[config.mk]
export PLATFORM = sky130hd
export DESIGN_NAME = armleocpu_avl_arbiter
export DESIGN_NICKNAME = d
export VERILOG_FILES = /design/src/rtl/armleocpu_avl_arbiter.sv
export SDC_FILE = /design/constraint.sdc
export NUM_CORES = 1
export LEC_CHECK = 0
export CORE_AREA = 3 3 111 113
export CTS_BUF_LIST = sky130_fd_sc_hd__clkbuf_16
export DETAILED_ROUTE_END_ITERATION = 10
export DIE_AREA = 0 0 114 116
export GPL_TIMING_DRIVEN = 0
export SLEW_MARGIN = 15
export SYNTH_ARGS = -nofsm -noshare
export SYNTH_HDL_FRONTEND = slang
export SYNTH_SLANG_ARGS = --single-unit
[constraint.sdc]
create_clock -name clk -period 2.03 [get_ports clk]
set_input_delay 0.203 -clock clk [delete_from_list [all_inputs] [get_ports clk]]
set_output_delay 0.203 -clock clk [all_outputs]
set_load 0.03 [all_outputs]
[src/rtl/armleocpu_avl_arbiter.sv]
// rtl/armleocpu_avl_arbiter.sv - two-host to one-target Avalon-MM round-robin arbiter
// Optional read-response timeout is enabled by defining ARMLEOCPU_AVL_ARB_TIMEOUT_EN.
module armleocpu_avl_arbiter #(
  parameter int TIMEOUT_CYCLES = 255
) (
  input  logic        clk,
  input  logic        rst_n,

  input  logic [67:0] h_address,
  input  logic [1:0]  h_read,
  input  logic [1:0]  h_write,
  input  logic [63:0] h_writedata,
  input  logic [7:0]  h_byteenable,
  output logic [1:0]  h_waitrequest,
  output logic [31:0] h_readdata,
  output logic [1:0]  h_response,
  output logic [1:0]  h_readdatavalid,

  output logic [33:0] m_address,
  output logic        m_read,
  output logic        m_write,
  output logic [31:0] m_writedata,
  output logic [3:0]  m_byteenable,
  input  logic        m_waitrequest,
  input  logic [31:0] m_readdata,
  input  logic [1:0]  m_response,
  input  logic        m_readdatavalid
);

  if (TIMEOUT_CYCLES < 1) begin : g_param_check
    $error("TIMEOUT_CYCLES must be at least 1");
  end

  typedef enum logic [1:0] {
    ST_IDLE,
    ST_CMD,
    ST_RESP
  } state_t;

  state_t state_q, state_d;
  logic   grant_q, grant_d;
  logic   last_grant_q, last_grant_d;

  logic [1:0]  req;
  logic [1:0]  wr_eff;
  logic        sel_read;
  logic        sel_write;
  logic [33:0] sel_address;
  logic [31:0] sel_writedata;
  logic [3:0]  sel_byteenable;
  logic        timeout;

  // A host asserting both strobes is treated as reading.
  assign req    = h_read | h_write;
  assign wr_eff = h_write & ~h_read;

  assign sel_read       = h_read[grant_q];
  assign sel_write      = wr_eff[grant_q];
  assign sel_address    = grant_q ? h_address[67:34]    : h_address[33:0];
  assign sel_writedata  = grant_q ? h_writedata[63:32]  : h_writedata[31:0];
  assign sel_byteenable = grant_q ? h_byteenable[7:4]   : h_byteenable[3:0];

`ifdef ARMLEOCPU_AVL_ARB_TIMEOUT_EN
  localparam int CNT_W = $clog2(TIMEOUT_CYCLES + 1);

  logic [CNT_W-1:0] cnt_q, cnt_d;

  assign timeout = (state_q == ST_RESP) && !m_readdatavalid &&
                   (cnt_q == CNT_W'(TIMEOUT_CYCLES));

  // Held at zero outside RESP, so it is already clear on entry.
  always_comb begin
    cnt_d = '0;
    if (state_q == ST_RESP && !m_readdatavalid && !timeout) begin
      cnt_d = cnt_q + 1'b1;
    end
  end

  always_ff @(posedge clk) begin
    if (!rst_n) begin
      cnt_q <= '0;
    end else begin
      cnt_q <= cnt_d;
    end
  end
`else
  assign timeout = 1'b0;
`endif

  always_comb begin
    state_d         = state_q;
    grant_d         = grant_q;
    last_grant_d    = last_grant_q;
    h_waitrequest   = 2'b11;
    h_readdatavalid = 2'b00;
    h_readdata      = m_readdata;
    h_response      = m_response;
    m_read          = 1'b0;
    m_write         = 1'b0;
    m_address       = '0;
    m_writedata     = '0;
    m_byteenable    = '0;

    case (state_q)
      ST_IDLE: begin
        if (|req) begin
          state_d = ST_CMD;
          case (req)
            2'b01:   grant_d = 1'b0;
            2'b10:   grant_d = 1'b1;
            default: grant_d = ~last_grant_q;
          endcase
        end
      end

      ST_CMD: begin
        m_read                 = sel_read;
        m_write                = sel_write;
        m_address              = sel_address;
        m_writedata            = sel_writedata;
        m_byteenable           = sel_byteenable;
        h_waitrequest[grant_q] = m_waitrequest;
        if (!sel_read && !sel_write) begin
          // Host withdrew before acceptance: nothing was issued, keep priority.
          state_d = ST_IDLE;
        end else if (!m_waitrequest) begin
          if (sel_write) begin
            state_d      = ST_IDLE;
            last_grant_d = grant_q;
          end else if (m_readdatavalid) begin
            h_readdatavalid[grant_q] = 1'b1;
            state_d                  = ST_IDLE;
            last_grant_d             = grant_q;
          end else begin
            state_d = ST_RESP;
          end
        end
      end

      ST_RESP: begin
        h_readdatavalid[grant_q] = m_readdatavalid | timeout;
        if (timeout) begin
          h_response = 2'b11;
          h_readdata = '0;
        end
        if (m_readdatavalid || timeout) begin
          state_d      = ST_IDLE;
          last_grant_d = grant_q;
        end
      end

      default: state_d = ST_IDLE;
    endcase
  end

  always_ff @(posedge clk) begin
    if (!rst_n) begin
      state_q      <= ST_IDLE;
      grant_q      <= 1'b0;
      last_grant_q <= 1'b1;
    end else begin
      state_q      <= state_d;
      grant_q      <= grant_d;
      last_grant_q <= last_grant_d;
    end
  end

endmodule

# Word level (Yosys, flattened, before mapping)
# Index checks and enable logic that the tools add are counted.
[totals]
ramBits = 0
latchBits = 0
rom_bits = 0
in_bits = 182
n_memories = 0
register_bits = 4
[classes]
n_mux = 33
mul = 0
add_sub_neg = 0
bitwise = 7
n_reduce_logical = 10
n_lt_le_gt_ge = 2
eq_ne = 9
div_mod_pow = 0
n_shift = 0
[op_table]
columns = ["operator", "count"]
rows = [
  ["two-way mux 34 bit", 2],
  ["two-way mux 32 bit", 2],
  ["two-way mux 2 bit", 11],
  ["two-way mux 1 bit", 11],
  ["two-way mux 4 bit", 2],
  ["!= test 2 bit (second input constant)", 4],
  ["one-hot mux 2 bit (3 select lines)", 1],
  ["AND reduction 3 bit", 2],
  ["bitwise AND 2 bit", 2],
  ["== test 2 x 1 -> 1 bit (second input constant)", 2],
  ["== test 2 bit (second input constant)", 2],
  ["inverter 2 bit", 2],
  ["bitwise OR 2 bit", 2],
  ["one-hot mux 1 bit (2 select lines)", 2],
  ["one-hot mux 2 bit (2 select lines)", 1],
  ["!= test 3 bit (second input constant)", 1],
  ["logical AND 1 bit", 2],
  ["logical NOT 1 bit", 2],
  ["logical NOT 2 bit", 1],
  ["less-than comparator 1 x 2 -> 1 bit (second input constant)", 1],
  ["AND reduction 2 bit", 1],
  ["nonzero test 2 bit", 1],
  ["OR reduction 2 bit", 1],
  ["demux 1 bit (select 1 bit)", 1],
  ["2 further kinds", 2],
]

# Logic depth before layout (Yosys ltp)
[depth]
depth_word = 9
ltp_mapped = 5
ltp_nobuf = 5

# Least setup slack after synthesis
# OpenSTA, ideal clock, no wires.
[synth_path]
path_kind = "register to output"
from = "register state_q[1]"
to = "output port h_readdatavalid[1]"
required_ns = 1.827
stages_incl_launch_ff = 6
n_path_buf = 1
arrival_ns = 1.756
setup_slack_ns = 0.071
cell_sequence = "dfxtp_1 -> inv_1 -> ha_1 -> clkbuf_1 -> a31oi_1 -> nor3b_1"
[synth_between]
elab_chain_cells = 2
word_cells_on_any_way = 3
cone_classes = "2 x eq/ne; 1 x mux"
[synth_rtl]
columns = ["item", "line", "source"]
rows = [
  ["start, declared", "40", "state_t state_q, state_d;"],
  ["start signal, assigned", "162", "state_q <= state_d;"],
  ["== test 2 bit / == test 2 x 1 -> 1 bit (equally long branches)", "104", "case (state_q)"],
  ["one-hot mux 2 bit (2 select lines) *", "104", ""],
  ["end, declared", "17", "output logic [1:0] h_readdatavalid,"],
]
# Mark *: on every way between the ends. The rest lies on a longest branch, timed or not.

# Final worst setup path
[layout_path]
from = "register state_q[1]"
to = "output port h_readdatavalid[0]"
# Same word-level chain as after synthesis.

==> results.txt <==
Tcrit/Tclk final: 96.05%
Setup Buffers After CTS: 0
IO buf count: 257
Primary FF master, synth: dfxtp_1
Max-slew headroom: 66.84%
Mapped Cells: 245
final core utilization: 40.80%
synthesis-to-layout area growth: 143.3%
GPL Wtd Cong: 0.7772
final slew viol count: 0
CTS tree: done
vias post-DR: 2667
clock sinks: 4
vias in the first global route: 2761
critical path required time: 1.83 ns
Total GRT Usage: 12.58%
Via density: 4.116
CTS root buf: clkbuf_16
critical path cell sequence: inv_1 > ha_4 > clkbuf_8 > a31oi_1 > nor3_1 > dlygate4sd2_1
Worst Setup End Kind: output pin
outcome: finished clean
initial core utilization: 16.77%
ANT nets after route: 0
share of cells above drive strength 1: 20.40%
Fill cells: 1168
Cells after DPL: 645
Peak VDD IR: 0.2508 mV
RSZ-0062 raised after global routing: false
1st-pass router iterations: 4
crit path max fanout: 10
Clock Latency Late Sink: 0.23 ns
antenna cells: 0
final worst slack: 0.08010 ns
post-route cell area: 4658 µm²
CP max stage cell: dlygate4sd2_1
top cell type by total area after synthesis: mux2i_1
Seq/Total Area, Yosys: 4.183%
Post-synth EDFFs: 0
Area contributors post-synth: mux2i_1 38%, nor2b_1 23%, buf_4 14%
P_leak: 1.940 nW
Non-Filler Instances: 648
Synth top area share: 38.17%
# IOs: 292
pre-CTS WS: -0.6716 ns
htree depth: 1
Max Buffers Root-to-Sink: 2
P per Cell Area: 493.1 nW/µm²
reg2reg setup slack: 0.32 ns
Worst Path Arrival: 1.75 ns
slew at the pin with the worst max-slew slack: 0.4896 ns
Worst Skew: 0.0001775 ns
Fin. Hold Viols: 0
Synth Register Bits: 4
worst hold path type: reg2reg
total detailed-routing wirelength: 9651 µm
slowest stage delay, CP: 0.44 ns
Final setup viols: 0
row count: 39
initial antenna violation count: 0
Synthesized Nets: 433
fin nets: 695
TritonCTS buffer count: 3
Post-DP Area: 4666 µm²
initial DRC count: 66
first-pass GRT wire length: 13540 µm
Die W: 114 µm
# hold bufs at CTS: 0
post-synthesis cell type count: 30
clk slew on worst S/H paths: 0.03 ns
Post-DP HPWL: 8453 µm
min Tclk post-route: 1.950 ns
core area: 11420 µm²
die height: 116 µm
Syn. warnings: 0
# Max-Cap Violations: 0
die area: 13220 µm²
largest net degree at the start of global routing: 11
Async SR Flop Fraction: 0%
grt ovf: 0
Setup crit start kind: register
Synth Cell Area: 1914 µm²
critical path class: reg2out
syn avg cell area: 7.814 µm²
routed wire length per instance: 14.89 µm
Post-Route Setup TNS: 0 ns
f_max: 512.8 MHz
Post-route DRC: 0
[worst paths after layout]
path         startpoint                  to  cells after the start
min reg2reg  state_q[1]          state_q[1]                      2
max          state_q[1]  h_readdatavalid[0]                      6
max reg2reg  state_q[0]        last_grant_q                      5
min          state_q[1]          state_q[1]                      2
[repair_timing]
item | in CTS | in global routing
setup endpoints to repair | 76 | 42
cloned | 0 | 0
gates resized for setup | 164 | 40
[synthesized netlist by cell type (all sizes together), types with 2 or more instances]
library cell	count
inv	7
nor2b	70
nor3	2
ha	6
nor2	4
nand2b	2
mux2	2
nand2	6
mux2i	73
dfxtp	4
clkbuf	8
buf	43
a21oi	2
nor3b	2
[cell usage in the layout, fill, tap and decap left out, types with 5 or more instances in the layout]
| cell | count |
|---|---|
| nand2_1 | 6 |
| ha_1 | 5 |
| nor2b_1 | 70 |
| clkdlybuf4s50_1 | 181 |
| clkbuf_2 | 18 |
| mux2i_1 | 73 |
| dlygate4sd2_1 | 32 |
| clkdlybuf4s15_2 | 19 |
| buf_4 | 36 |
| inv_1 | 7 |
| buf_2 | 14 |
[final cells by class]
type	instances	area, µm²	share of cell area (%)
Tap cell	143	178.9	3.841
Multi-Input combinational cell	183	1479	31.75
Inverter	7	26.28	0.5641
Clock buffer	3	75.07	1.612
Buffer	51	377.9	8.112
Timing Repair Buffer	257	2441	52.40
Sequential cell	4	80.08	1.719
[state kept, by name, indices dropped and copies added, names as in the netlist]
name	cells
state_q	2
last_grant_q	1
grant_q	1
[metrics by stage]
step | total power, W | hold WS, ns
5_1_grt | 0.002439 | 0.5164
2_1_floorplan | 0.001227 | 0.3486
4_1_cts | 0.002359 | 0.4951
3_5_place_dp | 0.002105 | 0.4834
3_3_place_gp | 0.002094 | 0.4697
6_report | 0.002297 | 0.4952
[cell families after synthesis]
| family | share of synthesized area (%) |
|---|---|
| and+or+nand+nor | 30.07 |
| AOI/OAI and AO/OA | 3.268 |
| buffers and inverters | 19.22 |
| muxes | 39.35 |
| adders and majority gates | 3.921 |
| DFF | 4.183 |
[metal layers]
layer / GRT usage, % / wire, µm / vias to the layer above
met4: 3.088 / 170 / 0
li1: - / - / 1306
met1: 13.85 / 3419 / 1163
met5: 0 / 0 / -
met2: 23.81 / 4887 / 184
met3: 3.446 / 1174 / 14
[report_power, final]
part | internal (W) | total (W) | switching, W | leakage (nW)
Combinational | 0.000899 | 0.00188 | 0.000982 | 1.87
Clock | 0.000253 | 0.000316 | 0.0000636 | 0.0370
Sequential | 0.0000895 | 0.0000998 | 0.0000103 | 0.0329
Total | 0.00124 | 0.00230 | 0.00106 | 1.94
[critical path: cells and delay by family, from the launching register on]
family / cells / cell delay, ns
compound gates: 1 / 0.10
flops: 1 / 0.32
simple gates: 1 / 0.14
fa+ha+maj: 1 / 0.20
buf+inv: 3 / 0.76
No activity file was read; power rests on OpenSTA's default activity.
